==> config.mk <==
export PLATFORM = sky130hd
export DESIGN_NAME = rom_stream_reader
export DESIGN_NICKNAME = d
export VERILOG_FILES = /design/src/rtl/rom_stream_reader.sv
export SDC_FILE = /design/constraint.sdc
export NUM_CORES = 1
export LEC_CHECK = 0
export BUFFER_PORTS_ARGS = -buffer_cell sky130_fd_sc_hd__clkbuf_2
export CAP_MARGIN = 0
export CORE_ASPECT_RATIO = 1.5
export CORE_MARGIN = 5
export CORE_UTILIZATION = 56
export DETAILED_ROUTE_END_ITERATION = 10
export PLACE_DENSITY = 0.8
export SETUP_SLACK_MARGIN = 0.02
export SYNTH_ARGS = -nofsm -noshare
export SYNTH_HDL_FRONTEND = slang
export SYNTH_SLANG_ARGS = --single-unit
==> constraint.sdc <==
create_clock -name clk -period 4.1 [get_ports clk]
set_input_delay 0.82 -clock clk [delete_from_list [all_inputs] [get_ports clk]]
set_output_delay 0.82 -clock clk [all_outputs]
set_load 0.02 [all_outputs]
==> src/rtl/rom_stream_reader.sv <==
// rom_stream_reader: bursts words out of a 1-cycle-latency synchronous ROM into a ready/valid stream
// through a 2-entry FIFO, replaying reads that find the FIFO full so no word is dropped.
module rom_stream_reader #(
  parameter int DATA_WIDTH = 12,
  parameter int ADDR_WIDTH = 8,
  parameter int ROM_SIZE   = 220
) (
  input  logic                  clk,
  input  logic                  reset,
  input  logic                  start,
  input  logic [ADDR_WIDTH-1:0] base_addr,
  input  logic [ADDR_WIDTH:0]   length,
  output logic [ADDR_WIDTH-1:0] rom_addr,
  input  logic [DATA_WIDTH-1:0] rom_data,
  output logic [DATA_WIDTH-1:0] o_data,
  output logic                  o_valid,
  input  logic                  o_ready,
  output logic                  o_last,
  output logic                  busy,
  output logic                  done,
  output logic                  err
);
  localparam logic [1:0] IDLE  = 2'd0;
  localparam logic [1:0] RUN   = 2'd1;
  localparam logic [1:0] DRAIN = 2'd2;
  logic [1:0] state;
  logic [ADDR_WIDTH:0] remaining;
  logic v1, v2, l1, l2;
  logic [ADDR_WIDTH-1:0] a2;
  logic [DATA_WIDTH-1:0] mem [2];
  logic [1:0] lst;
  logic rd, wr;
  logic [1:0] count;
  logic idle, bad, accept, pop, push, replay, issue, last_pop;
  logic [2:0] load;
  logic [ADDR_WIDTH-1:0] nxt;
  always_comb begin
    idle = state == IDLE;
    bad = 32'(base_addr) >= ROM_SIZE || 32'(length) > ROM_SIZE;
    accept = idle && start && !bad && length != '0;
    o_valid = count != 2'd0;
    o_data = mem[rd];
    o_last = o_valid && lst[rd];
    busy = !idle;
    pop = o_valid && o_ready;
    push = v2 && (count != 2'd2 || pop);
    replay = v2 && !push;
    load = 3'(count) + 3'(v1) + 3'(v2) - 3'(pop);
    issue = !idle && remaining != '0 && load <= 3'd2;
    nxt = (32'(rom_addr) == ROM_SIZE - 1) ? '0 : rom_addr + 1'b1;
    last_pop = pop && lst[rd];
  end
  // A blocked data-stage word is re-read from its own address; the squashed
  // address-stage read goes back into the remaining count.
  always_ff @(posedge clk) begin
    if (reset) begin
      state <= IDLE;
      remaining <= '0;
      {v1, v2, l1, l2} <= '0;
      a2 <= '0;
      rom_addr <= '0;
      mem[0] <= '0;
      mem[1] <= '0;
      lst <= '0;
      {rd, wr} <= '0;
      count <= '0;
      done <= 1'b0;
      err <= 1'b0;
    end else begin
      err <= idle && start && bad;
      done <= (idle && start && !bad && length == '0) || (!idle && last_pop);
      v1 <= accept || issue || replay;
      v2 <= v1 && !replay;
      a2 <= rom_addr;
      l2 <= l1;
      if (accept) begin
        rom_addr <= base_addr;
        l1 <= length == 1;
        remaining <= length - 1'b1;
      end else if (issue) begin
        rom_addr <= nxt;
        l1 <= remaining == 1;
        remaining <= remaining - 1'b1;
      end else if (replay) begin
        rom_addr <= a2;
        l1 <= l2;
        remaining <= remaining + (ADDR_WIDTH+1)'(v1);
      end
      if (push) begin
        mem[wr] <= rom_data;
        lst[wr] <= l2;
        wr <= ~wr;
      end
      if (pop) rd <= ~rd;
      count <= count + {1'b0, push} - {1'b0, pop};
      if (accept) state <= RUN;
      else if (!idle && last_pop) state <= IDLE;
      else if (state == RUN && remaining == '0) state <= DRAIN;
    end
  end
endmodule
# After elaboration in Yosys (flattened, before gate mapping)
# Memory sizes are Yosys's and may differ from the RTL's. A register that Yosys moved wholly into a read port is not among the register bits.
# Cells that the tools add are included.
# W data, S select, Z words.
[totals]
in_bits = 33
ramBits = 24
memories = 1
out_inout_bits = 25
regBits = 39
elab_cells = 101
[classes]
n_lt_le_gt_ge = 6
bitwise = 2
eq_ne = 5
addsub = 9
reduce_logical = 35
mux = 28
[mem_list]
columns = ["memory", "depth", "word_bits", "read_ports", "rd_clocked_by_memory_dff", "write_ports", "line_no", "text"]
rows = [
  ["mem", 2, 12, 1, 1, 2, "30", "logic [DATA_WIDTH-1:0] mem [2];"],
]
[op_table]
columns = ["cell", "n"]
rows = [
  ["$mux W8", 4],
  ["$mux W9", 3],
  ["$eq A9 B1 Y1 const B", 2],
  ["$logic_not A9 Y1", 2],
  ["$mux W1", 18],
  ["$reduce_bool A9 Y1", 2],
  ["$sub A9 B1 Y9 const B", 2],
  ["$logic_and A1 B1 Y1", 16],
  ["$mux W12", 1],
  ["$reduce_or A12 Y1", 1],
  ["$add A9 B1 Y9", 1],
  ["$gt A9 B8 Y1 const B", 1],
  ["$add A8 B1 Y8 const B", 1],
  ["$eq A8 B8 Y1 const B", 1],
  ["$ge A8 B8 Y1 const B", 1],
  ["$reduce_bool A3 Y1", 2],
  ["$logic_or A1 B1 Y1", 5],
  ["$logic_not A1 Y1", 4],
  ["$lt A1 B2 Y1 const B", 2],
  ["$add A2 B1 Y3", 1],
  ["$add A3 B1 Y3", 1],
  ["$le A3 B2 Y1 const B", 1],
  ["$reduce_or A3 Y1", 1],
  ["$sub A3 B1 Y3", 1],
  ["10 further kinds", 11],
]

# Logic depth before layout (Yosys ltp)
[logic_depth]
depth_word = 9
ltp_mapped = 16

# Least setup slack after synthesis
# No wires, ideal clock.
[synth_path]
path_type = "input-to-reg"
start = "input port o_ready"
end = "register rom_addr[2]"
arrival_ps = 3141
setup_ps = 86
path_stages = 13
slack_ps = 873
n_path_buf = 1
t_required_ps = 4014
path_cell_list = "and2_1 > ha_1 > inv_1 > fa_1 > inv_1 > fa_1 > nor2b_1 > nor3_2 > buf_2 > a21oi_1 > o21bai_1 > a221oi_1 > a211oi_1"
[synth_via]
elab_chain_cells = 6
elab_cells_between_ends = 11
cone_classes = "add/sub (1); order compare (1); mux (2); reduce/logical (7)"
[synth_lines]
columns = ["element", "line_no", "text"]
rows = [
  ["start, declared", "17", "input logic o_ready,"],
  ["$logic_and A1 B1 Y1 (*)", "45", "pop = o_valid && o_ready;"],
  ["$sub A3 B1 Y3 / $logic_or A1 B1 Y1 (equally long branches)", "48, 46", ""],
  ["$le A3 B2 Y1 / $logic_and A1 B1 Y1 (equally long branches)", "49, 46", ""],
  ["$logic_and A1 B1 Y1 / $logic_not A1 Y1 (equally long branches)", "49, 47", ""],
  ["$mux W8 / $logic_and A1 B1 Y1 (equally long branches)", "80, 47", ""],
  ["$mux W8 / $reduce_bool A3 Y1 (equally long branches)", "-", ""],
  ["end signal, assigned", "77", "rom_addr <= base_addr;"],
  ["end signal, assigned", "81", "rom_addr <= nxt;"],
  ["end, declared", "13", "output logic [ADDR_WIDTH-1:0] rom_addr,"],
]
# Every way passes the cells marked *; elsewhere a longest branch is shown, timed or not.
# A chain may end at the register's enable or synchronous reset.

# Final worst setup path
[layout_path]
start = "register count[1]"
end = "register rom_addr[4]"
[layout_via]
elab_chain_cells = 7
elab_cells_between_ends = 15
cone_classes = "add/sub (3); order compare (1); eq/ne (1); mux (2); reduce/logical (8)"
[layout_lines]
columns = ["element", "line_no", "text"]
rows = [
  ["start, declared", "33", "logic [1:0] count;"],
  ["start signal, assigned", "95", "count <= count + {1'b0, push} - {1'b0, pop};"],
  ["$reduce_bool A2 Y1 (*)", "41", "o_valid = count != 2'd0;"],
  ["$logic_and A1 B1 Y1 (*)", "45", ""],
  ["net pop", "34", "logic idle, bad, accept, pop, push, replay, issue, last_pop;"],
  ["$sub A3 B1 Y3 / $logic_or A1 B1 Y1 (equally long branches)", "48, 46", ""],
  ["$le A3 B2 Y1 / $logic_and A1 B1 Y1 (equally long branches)", "49, 46", ""],
  ["$logic_and A1 B1 Y1 / $logic_not A1 Y1 (equally long branches)", "49, 47", ""],
  ["$mux W8 / $logic_and A1 B1 Y1 (equally long branches)", "80, 47", ""],
  ["$mux W8 / $reduce_bool A3 Y1 (equally long branches)", "-", ""],
]
# Mark *: on every way through the listed nets, which the timed path passes. The rest lies on a longest branch.

==> flow_metrics.tcl <==
set metrics [dict create \
    cts_sinks 64 \
    yosys.area.top_type_share_pct 23.5 \
    place_inst 476 \
    cts_root_buf "clkbuf_8" \
    drive_gt1_share_pct 23.6 \
    whs_path_depth 1 \
    ys_async_sr_fraction_pct 0 \
    seq_area_frac_synth_pct 44.7 \
    yosysTopAreaCell "dfxtp_1" \
    r2r-end "rom_addr[4]" \
    avgSynthCellArea_um2 9.53 \
    yosys-top-cells-count "dfxtp_1 (40), nor2_1 (36), and2_1 (28), edfxtp_1 (24), nand2_1 (22)" \
    hold_ws_ns 0.471 \
    period_needed_ns 3.30 \
    ctsResizeCount 0 \
    worst_pin_slew_ns 0.867 \
    fill_cells 478 \
    path_clk_slew_ns 0.07 \
    synth_warnings 0 \
    fin_skew_ns 0.00731 \
    tns_ns 0 \
    htree_levels 3 \
    multi_input_area_um2 1760 \
    cts_hold_buf 0 \
    power.leakage_nw 1.64 \
    status "finished, final reports clean" \
    grt_max_degree 43 \
    ys_seq_elements 64 \
    gp_congestion 0.951 \
    grt_setup_unrepaired "false" \
    synthDistinctLibCells 52 \
    end_kind "flip-flop" \
    synth.most_common_cell "dfxtp_1" \
    max_stage_delay_ns 0.50 \
    fp.dieW_um 73.6 \
    antenna_found_initial 0 \
    core_area_um2 5870 \
    start_kind "flip-flop" \
    synth_mux_area_share_pct 4.85 \
    path_buf_inv 3 \
    numCtsBuffers 9 \
    start_util_pct 57.9 \
    syn-instance-count 357 \
    synth_xor_area_share_pct 4.89 \
    ios 58 \
    crit_chain "nor2_1, inv_1, and2_1, ha_1, inv_1, fa_1, inv_1, fa_1, nor2b_1, nor3_2, nand2_1, nor3b_1, a31oi_1, a311oi_1" \
    post-cts-setup-buffer-count 0 \
    reg2reg_depth 14 \
    vias_per_cell 5.70 \
    crit_arrival_ns 3.54 \
    wl_per_cell_um 15.4 \
    wirelength_um 7600 \
    cts_tree "yes" \
    crit_type "flip-flop to flip-flop" \
    fp.dieArea_um2 7770 \
    finalMaxSlewViolations 0 \
    synth_edf_count 24 \
    dp_hpwl_um 5630 \
    maxCapViolCount 0 \
    hold_start "l1" \
    grt_overflow 0 \
    yosys-top-cells-area "dfxtp_1 (24%), edfxtp_1 (21%), and2_1 (5.1%), ha_1 (4.0%), nor2_1 (4.0%)" \
    die_y_um 105 \
    n_antenna_cell 0 \
    crit_required_ns 4.34 \
    hold_violations 0 \
    synthToLayoutAreaGrowth_pct 16.8 \
    max_freq_ghz 0.303 \
    synth-adder-area-share_pct 5.22 \
    clkLatencyLatePin_ns 0.34 \
    hp-class "flip-flop to flip-flop" \
    synth-compound-area-share_pct 12.1 \
    cpMostUsedCell "inv_1" \
    row_count 34 \
    slew_headroom_pct 41.4 \
    grt_pass1_vias 2756 \
    grt_use_total_pct 20.6 \
    drtAntennaViolNets 0 \
    finalCritPeriodShare_pct 80.5 \
    r2r_start "count[1]" \
    drc_errors 0 \
    grt_first_pass_wirelength_um 12700 \
    seq_area_um2 1520 \
    synthSimpleGateAreaFrac_pct 24.4 \
    cpMaxStageDelayCell "dfxtp_1" \
    synth_top_family_by_area "simple AND/OR/NAND/NOR gates" \
    power_density_nw_per_um2 501 \
    synth_flop_cell "dfxtp_1" \
    syn_area_um2 3400 \
    cts_buffer_depth 2 \
    setup_viol 0 \
    syn_nets 403 \
    io_buffer_count 57 \
    ir_worst_vdd_uv 251 \
    hold_end "l2" \
    crit_family "simple AND/OR/NAND/NOR gates" \
    vias 2806 \
    rrSetupSlack_ns 0.80 \
    drt_iter0_markers 108 \
    final_cells 492 \
    fin_nets 461 \
    dr.pass1.iters 4 \
    worst-path-max-fanout 13 \
]
## worst max path at each step
stage | cells after the start | slack (ns) | start | endpoint
final | 14 | 0.80 | count[1] | rom_addr[4]
after detailed placement | 13 | 0.54 | o_ready | remaining[2]
after global placement | 13 | 0.66 | o_ready | remaining[2]
after CTS | 14 | 0.81 | count[1] | rom_addr[4]
after global routing | 14 | 0.44 | count[1] | rom_addr[4]
after floorplan | 13 | 0.87 | o_ready | rom_addr[2]
## metal layers
layer / vias up / GRT usage [%] / part of all wire [%]
met1: 1304 / 23.9 / 40
li1: 1392 / - / -
met5: - / 0 / 0
met3: 17 / 4.00 / 6.1
met4: 0 / 9.07 / 2.6
met2: 93 / 35.6 / 52
## state kept, by name (all words and copies together) (netlist names), 2 cells and up, named ones only
register / count
mem: 24
lst: 2
count: 2
rom_addr: 8
remaining: 9
a2: 8
state: 2
## cell type report
cell class | count | share of cell area (%)
well taps | 72 | 2.27
clock buffers | 12 | 4.72
clock inverters | 4 | 0.818
inverters | 15 | 1.42
multi-input cells | 262 | 44.2
flip-flops and latches | 64 | 38.3
repair buffers | 63 | 8.31
## metrics by stage
| step | cell area (µm²) | worst slack (ns) | utilization (%) | power, W |
|---|---|---|---|---|
| floorplan | 3400 | 0.873 | - | 0.00128 |
| global placement | 3750 | 0.655 | 64.0 | 0.00143 |
| detailed placement | 3750 | 0.540 | 64.0 | 0.00144 |
| CTS | 3980 | 0.808 | 67.7 | 0.00200 |
| global route | 3980 | 0.445 | 67.7 | 0.00212 |
| finish | 3980 | 0.801 | 67.7 | 0.00199 |
## power breakdown
group | internal [W] | switching (W)
combinational | 0.000256 | 0.000338
clock | 0.000312 | 0.000253
sequential | 0.000734 | 0.0000994
total | 0.00130 | 0.000691
## placed cells by master, fill, tap and decap left out, drive strengths merged, types with 2 or more instances in the layout
cell type	instances
clkinv	2
buf	6
nor3	14
edfxtp	24
a31oi	7
xor2	11
nand2	22
a21oi	16
clkbuf	69
nand3	18
and2	29
ha	11
nor2	36
mux2i	3
dfxtp	40
mux2	12
clkinvlp	2
fa	2
xnor2	8
inv	15
o21ai	9
o22ai	2
and3	6
o21bai	2
nand4	3
nor2b	11
nor4	3
a311oi	3
a211oi	10
o211ai	5
nor3b	5
## worst register-to-register path, cell delays in order, from the launching register on
cell and delay [ns]:
dfxtp_1 0.50, nor2_1 0.12, inv_1 0.08, and2_1 0.21, ha_1 0.26, inv_1 0.06
fa_1 0.15, inv_1 0.05, fa_1 0.47, nor2b_1 0.05, nor3_2 0.28, nand2_1 0.34
nor3b_1 0.28, a31oi_1 0.06, a311oi_1 0.28
## logic make-up (layout without fill, tap and decap cells)
| logic type | after synthesis | count (layout) |
|---|---|---|
| muxes | 15 | 15 |
| AOI/OAI and AO/OA | 62 | 62 |
| adders and majority gates | 13 | 13 |
| DFF | 64 | 64 |
| buffers and inverters | 31 | 94 |
| xor gates and xnor gates | 19 | 19 |
| and+or+nand+nor | 153 | 153 |
Note: power is estimated with default switching activity, not from simulation.
